<file path="src/rtl/sh7604_ubc_match_pkg.sv">
// Shared types and constants for the SH7604 user break controller match engine.
package sh7604_ubc_match_pkg;

    // Low byte of BBRA/BBRB: bus-cycle qualifier fields.
    typedef struct packed {
        logic [1:0] cp;   // 01 CPU, 10 DMAC, 11 both
        logic [1:0] id;   // 01 fetch, 10 data, 11 both
        logic [1:0] rw;   // 01 read, 10 write, 11 both
        logic [1:0] sz;   // 00 any, else exact bus size
    } bbr_t;

    // BRCR bit positions used by the match engine.
    localparam int unsigned BRCR_PCBB = 1;
    localparam int unsigned BRCR_DBEB = 2;
    localparam int unsigned BRCR_SEQ  = 3;
    localparam int unsigned BRCR_PCBA = 10;

    // Bus access size encodings.
    localparam logic [1:0] SZ_BYTE = 2'b01;
    localparam logic [1:0] SZ_WORD = 2'b10;
    localparam logic [1:0] SZ_LONG = 2'b11;

    // Two-bit "which kinds are enabled" field: bit 0 selects the first kind,
    // bit 1 the second. A 00 field therefore never matches.
    function automatic logic field_hit(input logic [1:0] f, input logic second);
        return second ? f[1] : f[0];
    endfunction

    // Sequential-break tracking.
    typedef enum logic {
        SEQ_IDLE  = 1'b0,
        SEQ_ARMED = 1'b1
    } seq_state_t;

endpackage

</file>
<file path="src/rtl/sh7604_ubc_chan_cmp.sv">
// One UBC channel comparator: address, bus-cycle qualifier and optional data.
module sh7604_ubc_chan_cmp
    import sh7604_ubc_match_pkg::*;
(
    input  logic [31:0] i_bar,
    input  logic [31:0] i_bamr,
    input  logic [7:0]  i_bbr,
    input  logic [31:0] i_bdr,
    input  logic [31:0] i_bdmr,
    input  logic        i_data_en,
    input  logic [31:0] i_bus_a,
    input  logic [31:0] i_bus_d,
    input  logic        i_bus_we,
    input  logic [1:0]  i_bus_sz,
    input  logic        i_bus_if,
    input  logic        i_bus_dma,
    output logic        o_match
);

    bbr_t        w_bbr;
    logic        w_addr_ok;
    logic        w_qual_ok;
    logic        w_data_ok;
    logic [31:0] w_lane_d;
    logic [31:0] w_lane_r;
    logic [31:0] w_lane_m;

    assign w_bbr     = bbr_t'(i_bbr);
    assign w_addr_ok = ((i_bus_a ^ i_bar) & ~i_bamr) == '0;

    // Qualifier: cycle source, fetch/data, read/write and size must all be enabled.
    always_comb begin
        w_qual_ok = field_hit(w_bbr.cp, i_bus_dma)
                  & field_hit(w_bbr.id, ~i_bus_if)
                  & field_hit(w_bbr.rw, i_bus_we)
                  & ((w_bbr.sz == 2'b00) | (w_bbr.sz == i_bus_sz));
    end

    // Data lane extraction; unused upper bits are forced don't-care via the mask.
    always_comb begin
        w_lane_d = i_bus_d;
        w_lane_r = i_bdr;
        w_lane_m = i_bdmr;
        case (i_bus_sz)
            SZ_BYTE: begin
                // A[1:0]=0 is the most significant lane (big-endian)
                w_lane_d = i_bus_d >> {~i_bus_a[1:0], 3'b000};
                w_lane_r = {24'h0, i_bdr[7:0]};
                w_lane_m = {24'hFF_FFFF, i_bdmr[7:0]};
            end
            SZ_WORD: begin
                w_lane_d = i_bus_a[1] ? {16'h0, i_bus_d[15:0]} : {16'h0, i_bus_d[31:16]};
                w_lane_r = {16'h0, i_bdr[15:0]};
                w_lane_m = {16'hFFFF, i_bdmr[15:0]};
            end
            default: begin
                w_lane_d = i_bus_d;
                w_lane_r = i_bdr;
                w_lane_m = i_bdmr;
            end
        endcase
    end

    assign w_data_ok = ((w_lane_d ^ w_lane_r) & ~w_lane_m) == '0;

    // Data term only applies to data cycles with data compare enabled.
    assign o_match = w_addr_ok & w_qual_ok & (~i_data_en | i_bus_if | w_data_ok);

endmodule

</file>
<file path="src/rtl/sh7604_ubc_match.sv">
// UBC break-condition engine: channel matching, sequencing, PC-break deferral, IRQ.
module sh7604_ubc_match
    import sh7604_ubc_match_pkg::*;
(
    input  logic        CLK,
    input  logic        RST,
    input  logic        CE_R,
    input  logic [31:0] BARA,
    input  logic [31:0] BAMRA,
    input  logic [15:0] BBRA,
    input  logic [31:0] BARB,
    input  logic [31:0] BAMRB,
    input  logic [15:0] BBRB,
    input  logic [31:0] BDRB,
    input  logic [31:0] BDMRB,
    input  logic [15:0] BRCR,
    input  logic        BUS_VALID,
    input  logic [31:0] BUS_A,
    input  logic [31:0] BUS_D,
    input  logic        BUS_WE,
    input  logic [1:0]  BUS_SZ,
    input  logic        BUS_IF,
    input  logic        BUS_DMA,
    input  logic        INSN_END,
    input  logic        IRQ_ACK,
    output logic        CMFA_SET,
    output logic        CMFB_SET,
    output logic        CMF_DMA,
    output logic        IRQ
);

    logic       w_cmp_a;
    logic       w_cmp_b;
    logic       w_match_a;
    logic       w_match_b;
    logic       w_seq_en;
    logic       w_brk_a;
    logic       w_brk_b;
    logic       w_pcb_a;
    logic       w_pcb_b;
    logic       w_brk_now;
    logic       w_defer_set;
    logic       w_defer_fire;
    logic       w_irq_busy;
    logic       w_defer_nxt;
    logic       w_irq_nxt;
    logic       w_unused;

    seq_state_t r_seq_state;
    seq_state_t w_seq_nxt;

    logic       r_cmfa;
    logic       r_cmfb;
    logic       r_cmf_dma;
    logic       r_defer;
    logic       r_irq;

    assign w_unused = ^{BBRA[15:8], BBRB[15:8], BRCR[15:11], BRCR[9:4], BRCR[0]};

    sh7604_ubc_chan_cmp u_cmp_a (
        .i_bar     (BARA),
        .i_bamr    (BAMRA),
        .i_bbr     (BBRA[7:0]),
        .i_bdr     ('0),
        .i_bdmr    ('1),
        .i_data_en (1'b0),
        .i_bus_a   (BUS_A),
        .i_bus_d   (BUS_D),
        .i_bus_we  (BUS_WE),
        .i_bus_sz  (BUS_SZ),
        .i_bus_if  (BUS_IF),
        .i_bus_dma (BUS_DMA),
        .o_match   (w_cmp_a)
    );

    sh7604_ubc_chan_cmp u_cmp_b (
        .i_bar     (BARB),
        .i_bamr    (BAMRB),
        .i_bbr     (BBRB[7:0]),
        .i_bdr     (BDRB),
        .i_bdmr    (BDMRB),
        .i_data_en (BRCR[BRCR_DBEB]),
        .i_bus_a   (BUS_A),
        .i_bus_d   (BUS_D),
        .i_bus_we  (BUS_WE),
        .i_bus_sz  (BUS_SZ),
        .i_bus_if  (BUS_IF),
        .i_bus_dma (BUS_DMA),
        .o_match   (w_cmp_b)
    );

    assign w_match_a = BUS_VALID & CE_R & w_cmp_a;
    assign w_match_b = BUS_VALID & CE_R & w_cmp_b;
    assign w_seq_en  = BRCR[BRCR_SEQ];

    // Sequence FSM: state register.
    always_ff @(posedge CLK) begin
        if (RST) begin
            r_seq_state <= SEQ_IDLE;
        end else if (CE_R) begin
            r_seq_state <= w_seq_nxt;
        end
    end

    // Sequence FSM: next state. An A match always arms (also when B hits on the
    // same cycle); a lone B match consumes the armed state.
    always_comb begin
        w_seq_nxt = r_seq_state;
        if (!w_seq_en) begin
            w_seq_nxt = SEQ_IDLE;
        end else if (w_match_a) begin
            w_seq_nxt = SEQ_ARMED;
        end else if (w_match_b && r_seq_state == SEQ_ARMED) begin
            w_seq_nxt = SEQ_IDLE;
        end
    end

    // Sequence FSM: break source per channel.
    always_comb begin
        w_brk_a = 1'b0;
        w_brk_b = 1'b0;
        if (!w_seq_en) begin
            w_brk_a = w_match_a;
            w_brk_b = w_match_b;
        end else begin
            w_brk_b = w_match_b & (r_seq_state == SEQ_ARMED);
        end
    end

    // PC-break split: fetch breaks on a PCB channel wait for instruction retire.
    always_comb begin
        w_pcb_a      = BUS_IF & BRCR[BRCR_PCBA];
        w_pcb_b      = BUS_IF & BRCR[BRCR_PCBB];
        w_brk_now    = (w_brk_a & ~w_pcb_a) | (w_brk_b & ~w_pcb_b);
        w_defer_set  = (w_brk_a & w_pcb_a) | (w_brk_b & w_pcb_b);
        w_defer_fire = r_defer & INSN_END;
        w_irq_busy   = r_irq & ~IRQ_ACK;
        // New deferrals are not queued behind an outstanding request.
        w_defer_nxt  = (w_defer_set & ~w_irq_busy) | (r_defer & ~INSN_END);
        w_irq_nxt    = w_brk_now | w_defer_fire | w_irq_busy;
    end

    // Flag pulses, DEFER and IRQ; everything holds while CE_R is low.
    always_ff @(posedge CLK) begin
        if (RST) begin
            r_cmfa    <= 1'b0;
            r_cmfb    <= 1'b0;
            r_cmf_dma <= 1'b0;
            r_defer   <= 1'b0;
            r_irq     <= 1'b0;
        end else if (CE_R) begin
            r_cmfa    <= w_match_a;
            r_cmfb    <= w_match_b;
            r_cmf_dma <= BUS_DMA;
            r_defer   <= w_defer_nxt;
            r_irq     <= w_irq_nxt;
        end
    end

    assign CMFA_SET = r_cmfa;
    assign CMFB_SET = r_cmfb;
    assign CMF_DMA  = r_cmf_dma;
    assign IRQ      = r_irq;

endmodule

</file>
<file path="config.mk">
export PLATFORM = sky130hd
export DESIGN_NAME = sh7604_ubc_match
export DESIGN_NICKNAME = d
export VERILOG_FILES = /design/src/rtl/sh7604_ubc_match_pkg.sv /design/src/rtl/sh7604_ubc_chan_cmp.sv /design/src/rtl/sh7604_ubc_match.sv
export SDC_FILE = /design/constraint.sdc
export NUM_CORES = 1
export LEC_CHECK = 0
export ABC_AREA = 1
export CORE_MARGIN = 8
export CORE_UTILIZATION = 37
export DETAILED_ROUTE_END_ITERATION = 8
export PLACE_DENSITY = 0.94
export SYNTH_ARGS = -nofsm -noshare
export SYNTH_HDL_FRONTEND = slang
export SYNTH_HIERARCHICAL = 1
export SYNTH_SLANG_ARGS = --single-unit
</file>
<file path="constraint.sdc">
create_clock -name CLK -period 2.8 [get_ports CLK]
set_input_delay 0.42 -clock CLK [delete_from_list [all_inputs] [get_ports CLK]]
set_output_delay 0.42 -clock CLK [all_outputs]
set_load 0.01 [all_outputs]
</file>
==> results by stage <==
Placed design:
- Once placement finished, the instance area stood at 8452 µm².
- The HPWL reported at the end of detailed placement is 21.19 mm.
- The number of placed instances, taps included, is 1606.
- The routability congestion estimate is a little over 1.
- The number of buffer cells added on primary ports is 290.

Floorplanning:
- After floorplanning, the core was divided into 41 placement rows.
- The effective utilization at floorplan is 0.3761.
- In this run the count of I/O pins placed on the die edge is between 300 and 400.
- From left edge to right edge, the die measures 129.0 µm.
- The placeable core region is around 13000 µm².
- The die extent in y is approximately 130 µm.
- The die covers 16650 µm².

Power and ir drop:
- The power share of the combinational group is 0.793.
- The fraction of power consumed by sequential logic is 0.057.
- In this run the power spent charging and discharging nets is ~630 µW.
- Of the total power, the clock network draws 0.150.
- In this run the static leakage power is 0.004568 µW.
- The peak supply drop is 156.3 µV.
- The areal power density over the cells is 181.2 nW/µm².
- Of the total power, the share spent switching nets is 0.4021.
- The internal portion of the total power is 935.6 µW.

Clock network:
- CTS placed an instance of sky130_fd_sc_hd__clkbuf_16 at the clock tree root.
- At the later pin of the worst-skew pair, clock insertion delay measures 0.23 ns.
- The clock sink count is 6.
- No sink is reached through more buffers than the 2 on the longest clock path.
- The clock-pin slew on the worst setup and hold paths is 0.03 ns.
- The clock tree from TritonCTS is done.
- Hold repair after CTS inserted 0 buffers.
- Counting the buffers created by CTS gives 3.
- The level count of the clock H-tree is 1.

Global route:
- The pin count of the biggest net entering global routing is 20.
- The first global-routing pass estimated 36.27 mm of wire.
- The total track usage is 0.2715.
- The number of antenna violations at the first check in global routing is 5.
- The via count of the first global-routing pass is 7335.
- Global routing finished with a remaining overflow of 0.

Synth:
- The area fraction in and, or, nand and nor cells after synthesis is 0.5937.
- The adder and majority gate portion of the synthesized area is 0.01059.
- After synthesis the cells add up to 4727 µm².
- The synthesized area per cell is 4.657 µm².
- The total of flip-flops plus latches after synthesis is 6.
- The multiplexer share of the synthesized area is 0.004235.
- The number of warnings printed during yosys synthesis is 6.
- The number of instances in the synthesized netlist is 1015.
- The netlist uses 33 different library cells.
- The main combinational cell family by area after synthesis is simple AND/OR/NAND/NOR gates.
- The compound-gate portion of the synthesized area is 0.1252.
- The post-synthesis share of cell area spent on xor and xnor gates is 0.07411.
- For this run, the register share of the synthesized area comes to 0.02541.

STA:
- For this run, the top clock speed supported by timing is 393.2 MHz.
- Across all hold checks on the routed design, the worst slack comes to 0.4624 ns.
- The final-report max-slew violation count is 0.
- Setup violations remaining at the end of the flow were counted as 0.
- The final worst clock skew is around 0.0032 ns.
- The slew at the pin closest to its max-slew limit is 0.6726 ns.
- After layout, the minimum clock period comes to 2.543 ns.
- For the final routed database, the setup TNS stands at 0 ns.
- The ratio of final minimum period to clock period is 0.9083.
- The worst slew slack as a fraction of its limit is 0.5516.
- The count of final hold-check violations is 0.
- Setup repair after global routing left no endpoint under its margin.

Layout:
- The library cell used most frequently in the layout, excluding fill and tap cells, is sky130_fd_sc_hd__nand2_1.
- In the layout the commonest cells are sky130_fd_sc_hd__nand2_1 (451), sky130_fd_sc_hd__clkdlybuf4s50_1 (286), sky130_fd_sc_hd__inv_1 (158), sky130_fd_sc_hd__conb_1 (105), sky130_fd_sc_hd__nor2_1 (84).
- From synthesis to final layout, the design area changed by 82.69%.
- The cell area after layout is ~8600 µm².
- The count of filler cells inserted in the layout is 1120.
- The final layout contains 1760 nets.
- The count of placed standard cells in the final layout, fillers left out is 1616.
- The share of post-route cells with drive strength above 1 is 0.05629.

Flow run:
- The max-cap violation count is 0.

Route:
- After detailed routing, the total wire length is roughly 24 mm.
- The via total after detailed routing is 7598.
- The pre-antenna-repair detailed-routing pass consisted of 5 iterations.
- After detailed routing, the number of vias per cell comes to 4.702.
- The count of antenna-violating nets left after detailed routing is 0.
- The detailed-route DRC error count is 0.
- After detailed routing, the average wire length per cell comes to roughly 15 µm.
- The initial detailed-routing violation count is 462.

Setup path:
- The peak per-stage delay on the critical path is 0.31 ns.
- The startpoint type of the worst setup path is an input pin.
- Among the stages of the critical path, the cell type that occurs most often is sky130_fd_sc_hd__nand2_1.
- Setup slack on the worst reg-to-reg path comes out at 1.83 ns.
- The worst setup path is captured at a register.
- For the worst flop-to-flop path, the logic depth is 6.
- Data arrives at the worst endpoint at around 2.6 ns.
- The critical register-to-register path endpoint is IRQ$_SDFFE_PP0P_.
- The standard cell with the maximum stage delay on the critical path is sky130_fd_sc_hd__dlygate4sd2_1.
- The worst path required time is between 2 and 3 ns.
- The highest fanout seen on the critical path is 7.
- The critical path goes through dlygate4sd2_1 > ha_4 > buf_4 > nor2_4 > inv_1 > o22ai_1 > nand2_1 > nand2_1 > nand2_1 > inv_1 > nand2_1 > nor2_1 > nand3_2 > a21oi_2 > inv_1 > nor2_4 > nand2_1 > a21oi_1 > nor3_1.
- The type of the worst setup path is input pin to register.
- The worst register-to-register path begins at IRQ$_SDFFE_PP0P_.

Worst hold path:
- The hold path startpoint is CMFA_SET$_SDFFE_PP0P_.
- The path with the worst hold slack has its endpoint at CMFA_SET$_SDFFE_PP0P_.
- The depth of the worst hold-timing path is 2.
- The class of the tightest hold or removal check is register to register.

Run status:
- The flow ran to the end, and the final reports show no timing, DRC or antenna violations.
## metrics by stage
stage	power, µW	worst slack [ns]	util
after floorplan	650.1	0.4257	-
after global placement	1256	-0.4187	0.6725
after detailed placement	1277	-0.5187	0.6725
after CTS	1523	0.08048	0.6809
after global routing	1702	0.009201	0.6871
final	1565	0.2566	0.6871
## kinds of logic (layout without fill, tap and decap cells)
kind of cell,after synthesis,count (layout)
buffers and inverters,186,507
and+or+nand+nor,669,669
muxes,2,2
xor gates and xnor gates,40,40
DFF,6,6
other,2,110
AOI/OAI and AO/OA,106,106
adders and majority gates,4,4
## registers in the layout (all words and copies together) (netlist names)
signal and flops:
CMFA_SET 1, CMFB_SET 1, CMF_DMA 1, IRQ 1, r_defer 1, r_seq_state 1
## power groups by stage
| stage | registers [µW] | clock network (µW) | logic [µW] |
|---|---|---|---|
| finish | 88.7 | 235 | 1240 |
| floorplan | 90.5 | 0 | 560 |
| detailed placement | 89.8 | 0 | 1190 |
| global route | 88.8 | 245 | 1370 |
| global placement | 89.9 | 0 | 1170 |
| CTS | 88.6 | 237 | 1200 |
## worst max path at each step
stage               startpoint                       end  slack, ns  cells past startpoint
global route          BUS_A[1]  r_seq_state$_SDFFE_PP0P_      0.009                     17
CTS                   BUS_A[0]  r_seq_state$_SDFFE_PP0P_       0.08                     19
finish               BUS_SZ[1]  r_seq_state$_SDFFE_PP0P_       0.26                     19
detailed placement   BUS_SZ[0]  r_seq_state$_SDFFE_PP0P_      -0.52                     20
global placement     BUS_SZ[0]      r_defer$_SDFFE_PP0P_      -0.42                     21
floorplan            BUS_SZ[0]      r_defer$_SDFFE_PP0P_       0.43                     23
## synth_stat cells (all sizes together)
| cell | n | area [µm²] |
|---|---|---|
| mux2i | 2 | 20.02 |
| clkinv | 2 | 17.52 |
| o211ai | 6 | 45.04 |
| conb | 2 | 7.510 |
| ha | 4 | 50.05 |
| o22ai | 10 | 62.56 |
| o21ai | 52 | 260.3 |
| nand4 | 4 | 25.02 |
| nor3 | 1 | 5.000 |
| a21oi | 30 | 161.4 |
| inv | 166 | 628.1 |
| a211oi | 6 | 45.04 |
| nand3b | 34 | 255.2 |
| dfxtp | 6 | 120.1 |
| nor4 | 6 | 37.54 |
| o221ai | 2 | 17.52 |
| nor2 | 90 | 357.8 |
| clkbuf | 2 | 7.510 |
| nand2 | 455 | 1728 |
| xnor2 | 40 | 350.3 |
| and2 | 2 | 12.51 |
| buf | 16 | 127.6 |
| nand3 | 77 | 385.4 |
## worst max-delay path: cells and delay by family
family | cells | cell delay (ns)
buf+inv | 5 | 0.68
simple gates | 10 | 0.92
compound gates | 3 | 0.36
fa+ha+maj | 1 | 0.25
## what timing repair did
action / 4_1_cts / 5_1_grt
setup buffers: 1 / 0
gates cloned: 0 / 1
setup endpoints to repair: 4 / 4
pin swaps: 1 / 3
resized for setup: 8 / 16
## metal layers
layer | GRT usage | wire length [µm] | vias to the layer above
met3 | 0.04889 | 2138 | 55
met1 | 0.3029 | 9135 | 3261
met5 | 0 | 0 | -
li1 | - | - | 3888
met2 | 0.5071 | 11760 | 394
met4 | 0.08846 | 947 | 0
## cell type report
cell class	instances	area, µm²	area share
Antenna cell	5	12.51	0.001449
Timing Repair Buffer	336	3289	0.3809
Multi-Input combinational cell	926	4278	0.4954
Tap cell	172	215.2	0.02492
Sequential cell	6	120.1	0.01391
Inverter	168	645.6	0.07476
Clock buffer	3	75.07	0.008693
Note: power is estimated with default switching activity, not from simulation.
